## config.mk

```make
export PLATFORM = sky130hd
export DESIGN_NAME = interp_seq_ctrl
export DESIGN_NICKNAME = d
export VERILOG_FILES = /design/src/rtl/interp_seq_ctrl.sv
export SDC_FILE = /design/constraint.sdc
export NUM_CORES = 1
export LEC_CHECK = 0
export ABC_AREA = 0
export BUFFER_PORTS_ARGS = -buffer_cell sky130_fd_sc_hd__buf_2
export CORE_ASPECT_RATIO = 0.5
export CORE_MARGIN = 1
export CORE_UTILIZATION = 55
export DETAILED_ROUTE_END_ITERATION = 10
export GPL_ROUTABILITY_DRIVEN = 0
export PLACE_DENSITY = 0.78
export SYNTH_ARGS = -nofsm -noshare
export SYNTH_HDL_FRONTEND = slang
export SYNTH_SLANG_ARGS = --single-unit
```

## constraint.sdc

```tcl
create_clock -name clk -period 4.6 [get_ports clk]
set_clock_uncertainty 0.1 [all_clocks]
set_input_delay 0.92 -clock clk [delete_from_list [all_inputs] [get_ports clk]]
set_output_delay 0.92 -clock clk [all_outputs]
set_load 0.01 [all_outputs]
```

## src/rtl/interp_seq_ctrl.sv

```systemverilog
// Polyphase interpolation sequencer: clears the history RAM after reset, then
// per input sample writes it into the circular history and walks L phases x K
// taps, issuing history/coefficient addresses and MAC strobes.
module interp_seq_ctrl #(
   parameter int DATA_W  = 8,
   parameter int ADDR_W  = 8,
   parameter int COEF_AW = 8,
   parameter int L       = 4,
   parameter int K       = 25,
   parameter int PH_W    = 2
) (
   input  logic               clk,
   input  logic               rst,
   input  logic               in_valid,
   output logic               in_ready,
   input  logic [DATA_W-1:0]  in_data,
   output logic               hist_we,
   output logic [ADDR_W-1:0]  hist_waddr,
   output logic [DATA_W-1:0]  hist_wdata,
   output logic [ADDR_W-1:0]  addr_data,
   output logic [COEF_AW-1:0] addr_factor,
   output logic               mac_en,
   output logic               tap_first,
   output logic               tap_last,
   output logic [PH_W-1:0]    phase_idx,
   output logic               frame_done,
   output logic               init_done
);

   localparam int                 KW     = (K > 1) ? $clog2(K) : 1;
   localparam logic [KW-1:0]      K_LAST = KW'(K - 1);
   localparam logic [PH_W-1:0]    P_LAST = PH_W'(L - 1);
   localparam logic [COEF_AW-1:0] L_STEP = COEF_AW'(L);

   typedef enum logic [1:0] {S_CLR, S_IDLE, S_WRITE, S_MAC} state_t;

   state_t            state, state_nxt;
   logic [ADDR_W:0]   clr_cnt;   // MSB set once every address has been cleared
   logic [ADDR_W-1:0] wr_ptr;    // slot holding the newest sample
   logic [KW-1:0]     k;         // tap currently on the outputs
   logic [PH_W-1:0]   p;         // phase currently on the outputs
   logic [KW-1:0]     k_inc;
   logic              last_tap;
   logic              clr_end;

   assign k_inc    = k + 1'b1;
   assign last_tap = (k == K_LAST) && (p == P_LAST);
   assign clr_end  = clr_cnt[ADDR_W];
   assign in_ready = (state == S_IDLE) & ~rst;

   // State register
   always_ff @(posedge clk) begin
      if (rst) state <= S_CLR;
      else     state <= state_nxt;
   end

   // Next-state decode
   always_comb begin
      state_nxt = state;
      case (state)
         S_CLR:   if (clr_end)  state_nxt = S_IDLE;
         S_IDLE:  if (in_valid) state_nxt = S_WRITE;
         S_WRITE: state_nxt = S_MAC;
         S_MAC:   if (last_tap) state_nxt = S_IDLE;
         default: state_nxt = S_CLR;
      endcase
   end

   // Registered outputs: each edge loads what the cycle being entered shows
   always_ff @(posedge clk) begin
      if (rst) begin
         wr_ptr      <= '0;
         clr_cnt     <= '0;
         k           <= '0;
         p           <= '0;
         hist_we     <= 1'b0;
         hist_waddr  <= '0;
         hist_wdata  <= '0;
         addr_data   <= '0;
         addr_factor <= '0;
         phase_idx   <= '0;
         mac_en      <= 1'b0;
         tap_first   <= 1'b0;
         tap_last    <= 1'b0;
         frame_done  <= 1'b0;
         init_done   <= 1'b0;
      end else begin
         hist_we    <= 1'b0;
         mac_en     <= 1'b0;
         tap_first  <= 1'b0;
         tap_last   <= 1'b0;
         frame_done <= 1'b0;
         case (state)
            S_CLR: begin
               if (clr_end) begin
                  init_done <= 1'b1;
               end else begin
                  hist_we    <= 1'b1;
                  hist_waddr <= clr_cnt[ADDR_W-1:0];
                  hist_wdata <= '0;
                  clr_cnt    <= clr_cnt + 1'b1;
               end
            end
            S_IDLE: begin
               if (in_valid) begin
                  hist_we    <= 1'b1;
                  hist_waddr <= wr_ptr;
                  hist_wdata <= in_data;
               end
            end
            S_WRITE: begin
               // first tap of phase 0 reads the sample just written
               k           <= '0;
               p           <= '0;
               mac_en      <= 1'b1;
               tap_first   <= 1'b1;
               tap_last    <= (K == 1);
               addr_data   <= wr_ptr;
               addr_factor <= '0;
               phase_idx   <= '0;
            end
            S_MAC: begin
               if (last_tap) begin
                  frame_done <= 1'b1;
                  wr_ptr     <= wr_ptr + 1'b1;
                  k          <= '0;
                  p          <= '0;
               end else if (k == K_LAST) begin
                  // next phase restarts at the newest sample, coef index = phase
                  k           <= '0;
                  p           <= p + 1'b1;
                  mac_en      <= 1'b1;
                  tap_first   <= 1'b1;
                  tap_last    <= (K == 1);
                  addr_data   <= wr_ptr;
                  addr_factor <= COEF_AW'(p) + 1'b1;
                  phase_idx   <= p + 1'b1;
               end else begin
                  // step one sample older, coefficients stride by L
                  k           <= k_inc;
                  mac_en      <= 1'b1;
                  tap_last    <= (k_inc == K_LAST);
                  addr_data   <= addr_data - 1'b1;
                  addr_factor <= addr_factor + L_STEP;
               end
            end
            default: ;
         endcase
      end
   end

endmodule

```

Word-level counts from Yosys, hierarchy flattened
Cells that the tools add are included.

word-level totals
  bits in registers = 66
  input bits = 11
  output and inout port bits = 41
  word-level logic and storage cells = 89

cells by class
  add/subtract/negate cells = 7
  eq/ne operators = 13
  multiplexer cells = 34
  bitwise logic cells = 4
  reductions and logical operators = 14

operators by type and width
  cell                                              number
  two-way mux 8 bit                                 8
  one-hot mux 8 bit (2 select lines)                4
  two-way mux 2 bit                                 6
  inequality test 2 bit, second input constant      6
  == test 5 bit, second input constant              2
  two-way mux 5 bit                                 2
  one-hot mux 5 bit (2 select lines)                1
  AND reduction 2 bit                               5
  adder 9 x 1 -> 9 bit, second input constant       1
  two-way mux 9 bit                                 1
  AND reduction 3 bit                               3
  adder 8 x 1 -> 8 bit, second input constant       1
  adder 8 x 3 -> 8 bit, second input constant       1
  one-hot mux 2 bit (2 select lines)                2
  one-hot mux 2 bit (4 select lines)                1
  subtractor 8 x 1 -> 8 bit, second input constant  1
  == test 2 bit, second input constant              3
  two-way mux 1 bit                                 6
  one-hot mux 1 bit (2 select lines)                3
  adder 5 x 1 -> 5 bit, second input constant       1
  nonzero test 2 bit                                2
  OR reduction 4 bit                                1
  adder 2 x 1 -> 3 bit, second input constant       1
  inequality test 3 bit, second input constant      1
  other kinds (7)                                   9

Logic depth before layout (Yosys ltp)
Gate-level depths: netlist of the first run.

  depth after elaboration = 4
  depth in mapped cells = 7
  depth with buffers taken out = 6

Worst setup path before layout of the first run
No wires, ideal clock.

  kind = input to output
  start point = input port rst
  end point = output port in_ready
  data arrival time = 1.299 ns
  required time = 3.580 ns
  path slack = 2.281 ns
  stages = 2
  buffers on the path = 1
  cells stage by stage = clkbuf_1 nor2b_1

between the ends
  longest elaborated chain between the ends = 2

RTL lines
  what                line  source
  start: declaration  13    input logic rst,
  inverter 1 bit      49    assign in_ready = (state == S_IDLE) & ~rst;
  bitwise AND 1 bit   49
  end: declaration    15    output logic in_ready,

Every way passes these cells.

Worst setup path after layout of the first run
  start point = register state[1]
  end point = output port in_ready

between the ends
  longest elaborated chain between the ends = 2

RTL lines
  what                      line  source
  start: declaration        37    state_t state, state_nxt;
  start signal: assignment  54    else state <= state_nxt;
  == test 2 x 1 -> 1 bit    49
  bitwise AND 1 bit         49

Every way passes these cells.

==> reports/qor.json, run 1 <==
{
  "worstSkewPairLatency": {"value": 0.32, "unit": "ns"},
  "switching_power_summed_over_all_nets": {"value": 0.519, "unit": "mW"},
  "critical_path_buf_inv_count": {"value": 2},
  "post_synth_xor_area_fraction": {"value": 4.45, "unit": "%"},
  "rsz0062_at_grt": {"value": "no"},
  "endpoint_kind": {"value": "output port"},
  "r2r-start": {"value": "state[1]"},
  "power_density": {"value": 482, "unit": "mW/mm2"},
  "synth_top_flop_cell": {"value": "sky130_fd_sc_hd__dfxtp_1"},
  "synth_enable_flop_cells": {"value": 0},
  "max-slew-margin-rel": {"value": 42.4, "unit": "%"},
  "worstHoldStart": {"value": "hist_wdata[3]"},
  "timing.critical_path.fanout_max": {"value": 21},
  "post_cts_buffers": {"value": 0},
  "fp.dieH": {"value": 55.5, "unit": "um"},
  "port_buffers": {"value": 51},
  "cp_data_required_time": {"value": 3.58, "unit": "ns"},
  "number_of_flip_flops_and_latches_in_the_synthesized_netlist": {"value": 66},
  "number_of_buffers_added_to_fix_hold_violations_after_cts": {"value": 0},
  "cp_slowest_stage_delay": {"value": 0.72, "unit": "ns"},
  "antenna_found_initial": {"value": 0},
  "die_width": {"value": 109, "unit": "um"},
  "netlist_area": {"value": 0.00315, "unit": "mm2"},
  "period_minus_slack": {"value": 2.85, "unit": "ns"},
  "start_util": {"value": 57.3, "unit": "%"},
  "floorplan.core_area": {"value": 0.00549, "unit": "mm2"},
  "power.share.switching": {"value": 29.3, "unit": "%"},
  "number_of_instances_resized_during_post_cts_repair": {"value": 0},
  "grt_pass1_vias": {"value": 2571},
  "gr-usage-all-layers": {"value": 25.6, "unit": "%"},
  "crit_path_start_kind": {"value": "register"},
  "io-pin-count": {"value": 52},
  "synth_nets": {"value": 371},
  "detailedRoute.firstPassIterationCount": {"value": 4},
  "final.setup.tns": {"value": 0, "unit": "ns"},
  "synth-compound-area-share": {"value": 16.3, "unit": "%"},
  "synthTopCellsByArea": {"value": "sky130_fd_sc_hd__dfxtp_1, sky130_fd_sc_hd__nor2_1, sky130_fd_sc_hd__a21oi_1, sky130_fd_sc_hd__mux2i_1, sky130_fd_sc_hd__ha_1"},
  "power_frac_seq": {"value": 37.9, "unit": "%"},
  "yosysUniqueCellTypes": {"value": 53},
  "yosys.area.top_type": {"value": "sky130_fd_sc_hd__dfxtp_1"},
  "drt.antenna.violating_nets": {"value": 0},
  "drc": {"value": 0},
  "synth_most_common_cell": {"value": "sky130_fd_sc_hd__dfxtp_1"},
  "tritoncts_num_sinks": {"value": 66},
  "post-synth-top-area-fraction": {"value": 42.0, "unit": "%"},
  "hpwlAfterDp": {"value": 4910, "unit": "um"},
  "fraction_of_the_mapped_netlist_area_in_adder_cells": {"value": 4.37, "unit": "%"},
  "final_hold_viol_count": {"value": 0},
  "top_delay_family_on_crit_path": {"value": "adder cells"},
  "max-clock-path-buffers": {"value": 2},
  "vdd.ir_drop.worst": {"value": 0.000272, "unit": "V"},
  "clk_pin_slew": {"value": 0.05, "unit": "ns"},
  "worst-slew-pin-transition": {"value": 0.864, "unit": "ns"},
  "critical_path.startpoint": {"value": "state[1]"},
  "avgViaCountPerCell": {"value": 5.78},
  "first_pass_grt_wire_length": {"value": 11900, "unit": "um"},
  "fraction_of_layout_instances_using_a_drive_strength_above_1": {"value": 20.6, "unit": "%"},
  "top_layer": {"value": "met4"},
  "post_synth.cell_area_avg": {"value": 9.02, "unit": "um2"},
  "yosys_warnings": {"value": 0},
  "synth_simple_gate_area_share": {"value": 21.7, "unit": "%"},
  "internal_power": {"value": 1.25, "unit": "mW"},
  "fp-row-count": {"value": 19},
  "cts_root_buffer": {"value": "sky130_fd_sc_hd__clkbuf_16"},
  "yosysSeqAreaShare": {"value": 42.0, "unit": "%"},
  "part_of_the_power_in_the_clock_network": {"value": 38.9, "unit": "%"},
  "timing.fmax": {"value": 350, "unit": "MHz"},
  "yosys-mux-area-fraction": {"value": 4.81, "unit": "%"},
  "met3WireLength": {"value": 466, "unit": "um"},
  "worstPathCellList": {"value": "inv_1 -> ha_1 -> nor2b_1 -> buf_2"},
  "pre_cts_slack": {"value": 2.09, "unit": "ns"},
  "synthToLayoutAreaGrowth": {"value": 16.6, "unit": "%"},
  "power.static_leakage": {"value": 1.50, "unit": "nW"},
  "ys_top_cells_by_count": {"value": "sky130_fd_sc_hd__dfxtp_1, sky130_fd_sc_hd__nor2_1, sky130_fd_sc_hd__a21oi_1"},
  "insertedDiodeCount": {"value": 0},
  "setup_viol_count_final": {"value": 0},
  "clock_tree_from_tritoncts": {"value": "built"},
  "cp_slowest_cell": {"value": "sky130_fd_sc_hd__ha_1"},
  "finalNetCount": {"value": 416},
  "met2RoutedLength": {"value": 3280, "unit": "um"},
  "timing.final.crit_share": {"value": 62.0, "unit": "%"},
  "full_die_area": {"value": 0.00605, "unit": "mm2"},
  "power.combinational.fraction": {"value": 23.2, "unit": "%"},
  "numCtsBuffers": {"value": 9},
  "postSynth.asyncResetShare": {"value": 0, "unit": "%"},
  "m1WireLength": {"value": 3260, "unit": "um"},
  "final_max_slew_viol_count": {"value": 0},
  "netlist_instances": {"value": 349},
  "global_route_total_overflow": {"value": 0},
  "postRouteWirelength": {"value": 7090, "unit": "um"},
  "min_setup_slack_post_route": {"value": 1.75, "unit": "ns"},
  "initialDrtViolationCount": {"value": 110},
  "type_of_the_worst_min_delay_path": {"value": "register to register"},
  "via_count": {"value": 2723},
  "grt_max_degree": {"value": 65},
  "wl_per_cell": {"value": 15.1, "unit": "um"},
  "synth_top_family_by_area": {"value": "simple AND/OR/NAND/NOR gates"},
  "clock_tree.htree_level_count": {"value": 3},
  "status": {"value": "complete, no violations"},
  "crit_type": {"value": "register to output port"},
  "cp_data_arrival_time": {"value": 1.83, "unit": "ns"},
  "timing.max_cap.violations": {"value": 0}
}
-- layout by cell type (no fill, tap or decap), drive strengths merged, types with 4 or more instances in the layout --
cell type and instances:
a211oi 12, a21oi 32, buf 53, clkbuf 13, dfxtp 66, ha 11
inv 15, mux2i 14, nand2 20, nand3 19, nand4 5, nor2 51
nor3 9, nor4 4, o21ai 9, o32ai 6, xnor2 8, xor2 8
-- cell type report --
type,count,area (um2)
Clock buffer,13,270
Clock inverter,2,35.0
Fill cell,441,1820
Inverter,15,56.3
Multi-Input combinational cell,249,1630
Sequential cell,66,1320
Tap cell,73,91.3
Timing Repair Buffer,53,270
-- cell families after synthesis --
kind of cell,after synthesis
compound gates,75
xor+xnor,16
fa+ha+maj,11
buf+inv,34
flops,66
mux,15
simple gates,132
-- flip-flops by register name (all words and copies together) (netlist names) --
| register | cells |
|---|---|
| p | 2 |
| tap_last | 1 |
| addr_factor | 8 |
| hist_wdata | 8 |
| state | 2 |
| mac_en | 1 |
| init_done | 1 |
| phase_idx | 2 |
| hist_waddr | 8 |
| addr_data | 8 |
| frame_done | 1 |
| wr_ptr | 8 |
| k | 5 |
| hist_we | 1 |
| clr_cnt | 9 |
| tap_first | 1 |
-- layer usage --
metal  GRT usage, %  vias up
met5              0        -
met4           11.0        0
met3           7.44       10
met2           39.8       82
met1           33.0     1302
li1               -     1329
-- path summary, 6_finish.rpt --
check | to | slack, ns | cells after the start
hold / removal | hist_wdata[3] | 0.35 | 2
hold reg to reg | hist_wdata[3] | 0.35 | 2
setup / recovery | in_ready | 1.75 | 4
setup reg to reg | addr_data[6] | 2.11 | 5
-- worst reg2reg max path, stage by stage, from the launching register on --
cell                      delay, ns
sky130_fd_sc_hd__dfxtp_1       0.40
sky130_fd_sc_hd__ha_1          0.65
sky130_fd_sc_hd__nand2_1       0.27
sky130_fd_sc_hd__o21ai_2       0.53
sky130_fd_sc_hd__or2_1         0.29
sky130_fd_sc_hd__o32ai_1       0.12
-- stage by stage --
step           std cells  instance area (um2)  utilization, %  power (mW)  hold WS, ns
2_1_floorplan        349                 3150               -        1.00        0.358
3_3_place_gp         456                 3360            61.3        1.07        0.331
3_5_place_dp         456                 3360            61.3        1.09        0.344
4_1_cts              471                 3670            66.8        1.77        0.354
5_1_grt              471                 3670            66.8        1.85        0.371
6_report             471                 3670            66.8        1.77        0.353
-- power by group through the flow --
| stage | combinational, mW | sequential [mW] | clock [mW] |
|---|---|---|---|
| 6_report | 0.411 | 0.669 | 0.687 |
| 3_3_place_gp | 0.390 | 0.677 | 0 |
| 4_1_cts | 0.410 | 0.669 | 0.695 |
| 2_1_floorplan | 0.313 | 0.691 | 0 |
| 5_1_grt | 0.447 | 0.677 | 0.725 |
| 3_5_place_dp | 0.407 | 0.680 | 0 |
Note: power is estimated with default switching activity, not from simulation.
==> inputs of run 2 (changes only) <==
==> constraint.sdc (replaced) <==
create_clock -name clk -period 2.8 [get_ports clk]
set_clock_uncertainty 0.1 [all_clocks]
set_input_delay 0.56 -clock clk [delete_from_list [all_inputs] [get_ports clk]]
set_output_delay 0.56 -clock clk [all_outputs]
set_load 0.01 [all_outputs]
==> run 2 against run 1 <==
The flow now finishes with violations (DRC). Cell count grew 0.85%. Sequential share of layout area fell by 0.67 points. First-iteration DRC count grew 47%. Routed wire length is 1.1% higher. Combinational power rose by 65%. Sequential power rose by 64%. Clock power increased by 91%. Hold slack lost 0.0058 ns. Setup slack lost 1.4 ns. Highest routed layer unchanged.
==> reports/qor.json, run 2 (synthesis gave the netlist of run 1 again) <==
{
  "total_power_after_layout": {"value": 3.09, "unit": "mW", "change": "+75%"},
  "wl_per_cell": {"value": 15.1, "unit": "um", "change": "+0.28%"},
  "first_pass_grt_wire_length": {"value": 12100, "unit": "um", "change": "+2.0%"},
  "grt_max_degree": {"value": 26, "change": "-60%"},
  "power_density": {"value": 826, "unit": "mW/mm2", "change": "+71%"},
  "cp_data_required_time": {"value": 2.14, "unit": "ns", "change": "-1.44 ns"},
  "gr-usage-all-layers": {"value": 26.0, "unit": "%", "change": "+0.45 points"},
  "global_route_total_overflow": {"value": 0, "change": "unchanged"},
  "timing.final.crit_share": {"value": 87.1, "unit": "%"},
  "drc": {"value": 2, "change": "+2"},
  "met2RoutedLength": {"value": 3350, "unit": "um", "change": "+2.2%"},
  "largest_register": {"value": "clr_cnt"},
  "synthToLayoutAreaGrowth": {"value": 18.8, "unit": "%"},
  "part_of_the_power_in_the_clock_network": {"value": 42.4, "unit": "%", "change": "+3.5 points"},
  "critical_path.startpoint": {"value": "state[1]"},
  "grt_pass1_vias": {"value": 2574, "change": "+0.12%"},
  "cp_slowest_stage_delay": {"value": 0.44, "unit": "ns", "change": "-0.28 ns"},
  "drt.antenna.violating_nets": {"value": 0, "change": "unchanged"},
  "final_max_slew_viol_count": {"value": 0, "change": "unchanged"},
  "crit_path_start_kind": {"value": "register"},
  "crit-reg2reg-capture": {"value": "addr_data[6]"},
  "mostFrequentLayoutCell": {"value": "sky130_fd_sc_hd__dfxtp_1"},
  "final.setup.tns": {"value": 0, "unit": "ns", "change": "unchanged"},
  "tritoncts_num_sinks": {"value": 66, "change": "unchanged"},
  "worstSkewPairLatency": {"value": 0.33, "unit": "ns", "change": "about the same"},
  "avgViaCountPerCell": {"value": 5.74, "change": "-0.77%"},
  "initialDrtViolationCount": {"value": 162, "change": "+47%"},
  "io-pin-count": {"value": 52, "change": "unchanged"},
  "die_width": {"value": 109, "unit": "um", "change": "unchanged"},
  "full_die_area": {"value": 0.00605, "unit": "mm2", "change": "unchanged"},
  "fp.dieH": {"value": 55.5, "unit": "um", "change": "unchanged"},
  "insertedDiodeCount": {"value": 0, "change": "unchanged"},
  "power_frac_seq": {"value": 35.6, "unit": "%", "change": "-2.3 points"},
  "via_count": {"value": 2725, "change": "+0.073%"},
  "reg2reg_depth": {"value": 5, "change": "unchanged"},
  "fp-row-count": {"value": 19, "change": "unchanged"},
  "r2r-start": {"value": "state[0]"},
  "worstPathCellList": {"value": "inv_1 -> ha_1 -> buf_4 -> nor2b_1 -> buf_2"},
  "numCtsBuffers": {"value": 9, "change": "unchanged"},
  "cts_root_buffer": {"value": "sky130_fd_sc_hd__clkbuf_16"},
  "finalHoldWorstSlack": {"value": 0.347, "unit": "ns", "change": "-0.00580 ns"},
  "port_buffers": {"value": 51, "change": "unchanged"},
  "worst-slew-pin-transition": {"value": 0.692, "unit": "ns", "change": "-0.172 ns"},
  "type_of_the_worst_min_delay_path": {"value": "register to register"},
  "top_layer": {"value": "met4"},
  "antenna_found_initial": {"value": 0, "change": "unchanged"},
  "period_minus_slack": {"value": 2.44, "unit": "ns"},
  "start_util": {"value": 57.3, "unit": "%", "change": "unchanged"},
  "status": {"value": "finished, violations left"},
  "filler_cell_count": {"value": 427, "change": "-3.2%"},
  "floorplan.core_area": {"value": 0.00549, "unit": "mm2", "change": "unchanged"},
  "utilization": {"value": 68.1, "unit": "%", "change": "+1.3 points"},
  "timing.max_cap.violations": {"value": 0, "change": "unchanged"},
  "power.share.switching": {"value": 28.2, "unit": "%", "change": "-1.1 points"},
  "setup_viol_count_final": {"value": 0, "change": "unchanged"},
  "cp_data_arrival_time": {"value": 1.78, "unit": "ns", "change": "-0.05 ns"},
  "finalNetCount": {"value": 419, "change": "+0.72%"},
  "number_of_instances_resized_during_post_cts_repair": {"value": 0, "change": "unchanged"},
  "power.combinational.fraction": {"value": 22.0, "unit": "%", "change": "-1.2 points"},
  "cp_slowest_cell": {"value": "sky130_fd_sc_hd__ha_1"},
  "clock_tree.htree_level_count": {"value": 3, "change": "unchanged"},
  "reg2reg_setup_slack": {"value": 0.39, "unit": "ns", "change": "-1.72 ns"},
  "clock_tree_from_tritoncts": {"value": "built"},
  "cp_capture_point": {"value": "in_ready"},
  "m1WireLength": {"value": 3170, "unit": "um", "change": "-2.7%"},
  "min_setup_slack_post_route": {"value": 0.360, "unit": "ns", "change": "-1.39 ns"},
  "fraction_of_layout_instances_using_a_drive_strength_above_1": {"value": 21.6, "unit": "%", "change": "+1.0 points"},
  "number_of_buffers_added_to_fix_hold_violations_after_cts": {"value": 0, "change": "unchanged"},
  "max-clock-path-buffers": {"value": 2, "change": "unchanged"},
  "internal_power": {"value": 2.22, "unit": "mW", "change": "+78%"},
  "clk_pin_slew": {"value": 0.05, "unit": "ns", "change": "about the same"},
  "endpoint_kind": {"value": "output port"},
  "post_cts_buffers": {"value": 0, "change": "unchanged"},
  "hpwlAfterDp": {"value": 4980, "unit": "um", "change": "+1.3%"},
  "failed_checks": {"value": "DRC"},
  "postRouteWirelength": {"value": 7170, "unit": "um", "change": "+1.1%"},
  "rsz0062_at_grt": {"value": "no"},
  "final_hold_viol_count": {"value": 0, "change": "unchanged"},
  "pre_cts_slack": {"value": 0.427, "unit": "ns", "change": "-1.66 ns"},
  "switching_power_summed_over_all_nets": {"value": 0.871, "unit": "mW", "change": "+68%"},
  "largest_register_ffs": {"value": 9, "change": "unchanged"},
  "vdd.ir_drop.worst": {"value": 0.000513, "unit": "V", "change": "+88%"},
  "met3WireLength": {"value": 551, "unit": "um", "change": "+18%"},
  "most-common-layout-cells": {"value": "sky130_fd_sc_hd__dfxtp_1, sky130_fd_sc_hd__buf_2, sky130_fd_sc_hd__nor2_1, sky130_fd_sc_hd__a21oi_1, sky130_fd_sc_hd__nand2_1"},
  "power.static_leakage": {"value": 1.54, "unit": "nW", "change": "+2.6%"},
  "timing.fmax": {"value": 410, "unit": "MHz"},
  "timing.critical_path.fanout_max": {"value": 12, "change": "-43%"},
  "detailedRoute.firstPassIterationCount": {"value": 7, "change": "+3"},
  "crit_type": {"value": "register to output port"},
  "max-slew-margin-rel": {"value": 53.4, "unit": "%", "change": "+11 points"}
}
-- run 2: final cells by class --
class	count	area [um2]	share of cell area (%)
sequential	66	1320	35.3
timing repair buffer	56	293	7.83
clock buffer	11	253	6.76
inverter	15	56.3	1.51
multi-input combinational	249	1630	43.5
tap	73	91.3	2.44
clock inverter	5	100	2.68
-- run 2: worst max-delay path, delay by kind of cell, from the launching register on --
kind	cells	cell delay [ns]
buffers and inverters	3	0.52
and+or+nand+nor	1	0.17
adders and majority gates	1	0.44
DFF	1	0.33
-- run 2: power groups by stage --
stage | sequential [mW] | clock, mW | combinational [mW]
floorplan | 1.14 | 0 | 0.515
CTS | 1.10 | 1.32 | 0.688
global route | 1.11 | 1.36 | 0.755
global placement | 1.11 | 0 | 0.654
finish | 1.10 | 1.31 | 0.679
detailed placement | 1.12 | 0 | 0.683
-- run 2: worst min-delay path by stage --
| stage | slack (ns) | from | to | cells past startpoint |
|---|---|---|---|---|
| finish | 0.35 | addr_factor[0] | addr_factor[0] | 1 |
| global route | 0.36 | addr_factor[0] | addr_factor[0] | 1 |
| CTS | 0.35 | addr_factor[0] | addr_factor[0] | 1 |
| detailed placement | 0.34 | addr_factor[0] | addr_factor[0] | 1 |
| global placement | 0.33 | phase_idx[0] | phase_idx[0] | 1 |
| floorplan | 0.36 | p[1] | p[1] | 2 |
-- run 2: metrics by stage --
stage | instances | area, um2
floorplan | 349 | 3150
global placement | 459 | 3390
detailed placement | 459 | 3390
CTS | 475 | 3740
global route | 475 | 3740
finish | 475 | 3740
-- run 2: per-layer routing --
layer / up-vias / global-route usage (%)
met4: 0 / 7.53
met5: - / 0
met2: 107 / 42.1
li1: 1339 / -
met1: 1269 / 32.5
met3: 10 / 9.33
==> inputs of run 3 (changes only) <==
--- a/config.mk
+++ b/config.mk
@@ -8,11 +8,12 @@
 export ABC_AREA = 0
 export BUFFER_PORTS_ARGS = -buffer_cell sky130_fd_sc_hd__buf_2
 export CORE_ASPECT_RATIO = 0.5
-export CORE_MARGIN = 1
+export CORE_MARGIN = 1.5
 export CORE_UTILIZATION = 55
+export CTS_CLUSTER_SIZE = 24
 export DETAILED_ROUTE_END_ITERATION = 10
 export GPL_ROUTABILITY_DRIVEN = 0
-export PLACE_DENSITY = 0.78
+export PLACE_DENSITY = 0.76
 export SYNTH_ARGS = -nofsm -noshare
 export SYNTH_HDL_FRONTEND = slang
 export SYNTH_SLANG_ARGS = --single-unit
==> run 3 against run 2 <==
The run now ends clean. Hold slack got worse by 0.0034 ns. Utilization fell by 1.2 points. Die area rose by 2.7%. Design area fell by 1.8%. Global-route usage fell by 1.2 points. Sequential share of layout area rose by 0.64 points. First-iteration DRC count fell by 9.3%. Highest routed layer unchanged.
==> reports/qor.json, run 3 (synthesis gave the netlist of run 1 again) <==
{
  "status": {"value": "complete, no violations"},
  "worst-slew-pin-transition": {"value": 0.738, "unit": "ns", "change": "+0.0458 ns"},
  "max-clock-path-buffers": {"value": 2, "change": "unchanged"},
  "timing.critical_path.fanout_max": {"value": 13, "change": "+1"},
  "reg2reg_depth": {"value": 5, "change": "unchanged"},
  "number_of_buffers_added_to_fix_hold_violations_after_cts": {"value": 0, "change": "unchanged"},
  "drt.antenna.violating_nets": {"value": 0, "change": "unchanged"},
  "grt_pass1_vias": {"value": 2511, "change": "-2.4%"},
  "period_minus_slack": {"value": 2.30, "unit": "ns", "change": "-0.145 ns"},
  "synthToLayoutAreaGrowth": {"value": 16.7, "unit": "%"},
  "final_hold_viol_count": {"value": 0, "change": "unchanged"},
  "detailedRoute.firstPassIterationCount": {"value": 5, "change": "-2"},
  "port_buffers": {"value": 51, "change": "unchanged"},
  "post_cts_buffers": {"value": 0, "change": "unchanged"},
  "number_of_instances_resized_during_post_cts_repair": {"value": 0, "change": "unchanged"},
  "reg2reg_setup_slack": {"value": 0.50, "unit": "ns", "change": "+0.11 ns"},
  "critical_path.startpoint": {"value": "state[0]"},
  "drc": {"value": 0, "change": "-2"},
  "first_pass_grt_wire_length": {"value": 11600, "unit": "um", "change": "-4.6%"},
  "endpoint_kind": {"value": "register"},
  "clk_pin_slew": {"value": 0.05, "unit": "ns", "change": "about the same"},
  "hpwlAfterDp": {"value": 4890, "unit": "um", "change": "-1.8%"},
  "cts_root_buffer": {"value": "sky130_fd_sc_hd__clkbuf_16"},
  "clock_tree.htree_level_count": {"value": 3, "change": "unchanged"},
  "die_width": {"value": 110, "unit": "um", "change": "+0.92%"},
  "min_setup_slack_post_route": {"value": 0.505, "unit": "ns", "change": "+0.145 ns"},
  "most-common-layout-cells": {"value": "sky130_fd_sc_hd__dfxtp_1, sky130_fd_sc_hd__buf_2, sky130_fd_sc_hd__nor2_1, sky130_fd_sc_hd__a21oi_1, sky130_fd_sc_hd__nand2_1"},
  "mostFrequentLayoutCell": {"value": "sky130_fd_sc_hd__dfxtp_1"},
  "pre_cts_slack": {"value": 0.590, "unit": "ns", "change": "+0.163 ns"},
  "crit_type": {"value": "register to register"},
  "worstPathCellList": {"value": "ha_1 -> nand2_1 -> o21ai_2 -> or2_1 -> o32ai_1"},
  "power_density": {"value": 775, "unit": "mW/mm2", "change": "-6.2%"},
  "final_max_slew_viol_count": {"value": 0, "change": "unchanged"},
  "crit_path_start_kind": {"value": "register"},
  "fraction_of_layout_instances_using_a_drive_strength_above_1": {"value": 21.4, "unit": "%", "change": "-0.25 points"},
  "power.static_leakage": {"value": 1.51, "unit": "nW", "change": "-2.1%"},
  "worstSkewPairLatency": {"value": 0.33, "unit": "ns", "change": "about the same"},
  "insertedDiodeCount": {"value": 0, "change": "unchanged"},
  "timing.fmax": {"value": 436, "unit": "MHz", "change": "+6.3%"},
  "cp_data_arrival_time": {"value": 2.40, "unit": "ns", "change": "+0.62 ns"},
  "numCtsBuffers": {"value": 9, "change": "unchanged"},
  "floorplan.core_area": {"value": 0.00549, "unit": "mm2", "change": "unchanged"},
  "finalNetCount": {"value": 419, "change": "unchanged"},
  "utilization": {"value": 66.9, "unit": "%", "change": "-1.2 points"},
  "grt_max_degree": {"value": 28, "change": "+7.7%"},
  "io-pin-count": {"value": 52, "change": "unchanged"},
  "final.setup.tns": {"value": 0, "unit": "ns", "change": "unchanged"},
  "largest_register": {"value": "clr_cnt"},
  "tritoncts_num_sinks": {"value": 66, "change": "unchanged"},
  "cp_slowest_cell": {"value": "sky130_fd_sc_hd__o21ai_2"},
  "global_route_total_overflow": {"value": 0, "change": "unchanged"},
  "via_count": {"value": 2724, "change": "-0.037%"},
  "cp_data_required_time": {"value": 2.90, "unit": "ns", "change": "+0.76 ns"},
  "vdd.ir_drop.worst": {"value": 0.000646, "unit": "V", "change": "+26%"},
  "start_util": {"value": 57.3, "unit": "%", "change": "unchanged"},
  "gr-usage-all-layers": {"value": 24.9, "unit": "%", "change": "-1.2 points"},
  "fp.dieH": {"value": 56.5, "unit": "um", "change": "+1.8%"},
  "crit-reg2reg-capture": {"value": "addr_data[6]"},
  "cp_capture_point": {"value": "addr_data[6]"},
  "setup_viol_count_final": {"value": 0, "change": "unchanged"},
  "largest_register_ffs": {"value": 9, "change": "unchanged"},
  "timing.final.crit_share": {"value": 82.0, "unit": "%", "change": "-5.2 points"},
  "full_die_area": {"value": 0.00621, "unit": "mm2", "change": "+2.7%"},
  "finalHoldWorstSlack": {"value": 0.344, "unit": "ns", "change": "-0.00338 ns"},
  "r2r-start": {"value": "state[0]"},
  "wl_per_cell": {"value": 14.9, "unit": "um", "change": "-1.1%"},
  "max-slew-margin-rel": {"value": 50.4, "unit": "%", "change": "-3.1 points"},
  "total_power_after_layout": {"value": 2.85, "unit": "mW", "change": "-7.8%"},
  "initialDrtViolationCount": {"value": 147, "change": "-9.3%"},
  "cp_slowest_stage_delay": {"value": 0.51, "unit": "ns", "change": "+0.07 ns"},
  "clock_tree_from_tritoncts": {"value": "built"},
  "postRouteWirelength": {"value": 7090, "unit": "um", "change": "-1.1%"},
  "rsz0062_at_grt": {"value": "no"},
  "type_of_the_worst_min_delay_path": {"value": "register to register"},
  "fp-row-count": {"value": 19, "change": "unchanged"},
  "antenna_found_initial": {"value": 0, "change": "unchanged"},
  "timing.max_cap.violations": {"value": 0, "change": "unchanged"},
  "avgViaCountPerCell": {"value": 5.73, "change": "about the same"},
  "min_path_cells": {"value": 1, "change": "unchanged"}
}
[run 3: cell count changes in the layout (fill, tap and decap cells not counted), sizes merged]
cell,delta
clkbuf,-1
clkinv,+2
bufinv,-2
clkinvlp,+1
[run 3: cell type report]
class,instances,area [um2]
Inverter,15,56.3
Sequential cell,66,1320
Fill cell,450,1820
Clock buffer,10,229
Tap cell,73,91.3
Clock inverter,6,57.6
Multi-Input combinational cell,249,1630
Timing Repair Buffer,56,293
[run 3: power breakdown]
part | switching (mW) | total (mW) | internal, mW
logic | 0.403 | 0.668 | 0.265
registers | 0.0612 | 1.10 | 1.03
clock network | 0.401 | 1.08 | 0.682
total | 0.865 | 2.85 | 1.98
[run 3: through the flow]
step | cell area (um2) | std cells
after floorplan | 3150 | 349
after detailed placement | 3390 | 459
after CTS | 3670 | 475
after global routing | 3670 | 475
after global placement | 3390 | 459
final | 3670 | 475
[run 3: worst min-delay path by stage]
| stage | endpoint | slack, ns | from |
|---|---|---|---|
| global placement | addr_factor[0] | 0.33 | addr_factor[0] |
| CTS | addr_factor[0] | 0.35 | addr_factor[0] |
| finish | addr_factor[0] | 0.34 | addr_factor[0] |
| floorplan | p[1] | 0.36 | p[1] |
| global route | hist_wdata[4] | 0.37 | hist_wdata[4] |
| detailed placement | addr_factor[0] | 0.33 | addr_factor[0] |
[run 3: critical path, delay by kind of cell, from the launching register on]
family	cells	cell delay [ns]
AO/OA/AOI/OAI	2	0.65
adder cells (fa/ha/maj)	1	0.50
flip-flops	1	0.38
AND/OR/NAND/NOR	2	0.52
[run 3: per-layer routing]
layer / up-vias / routed length (um) / track usage (%)
met5: - / 0 / 0
met1: 1275 / 3200 / 31.2
met4: 0 / 153 / 10.2
met2: 94 / 3250 / 38.7
met3: 15 / 484 / 9.06
li1: 1340 / - / -
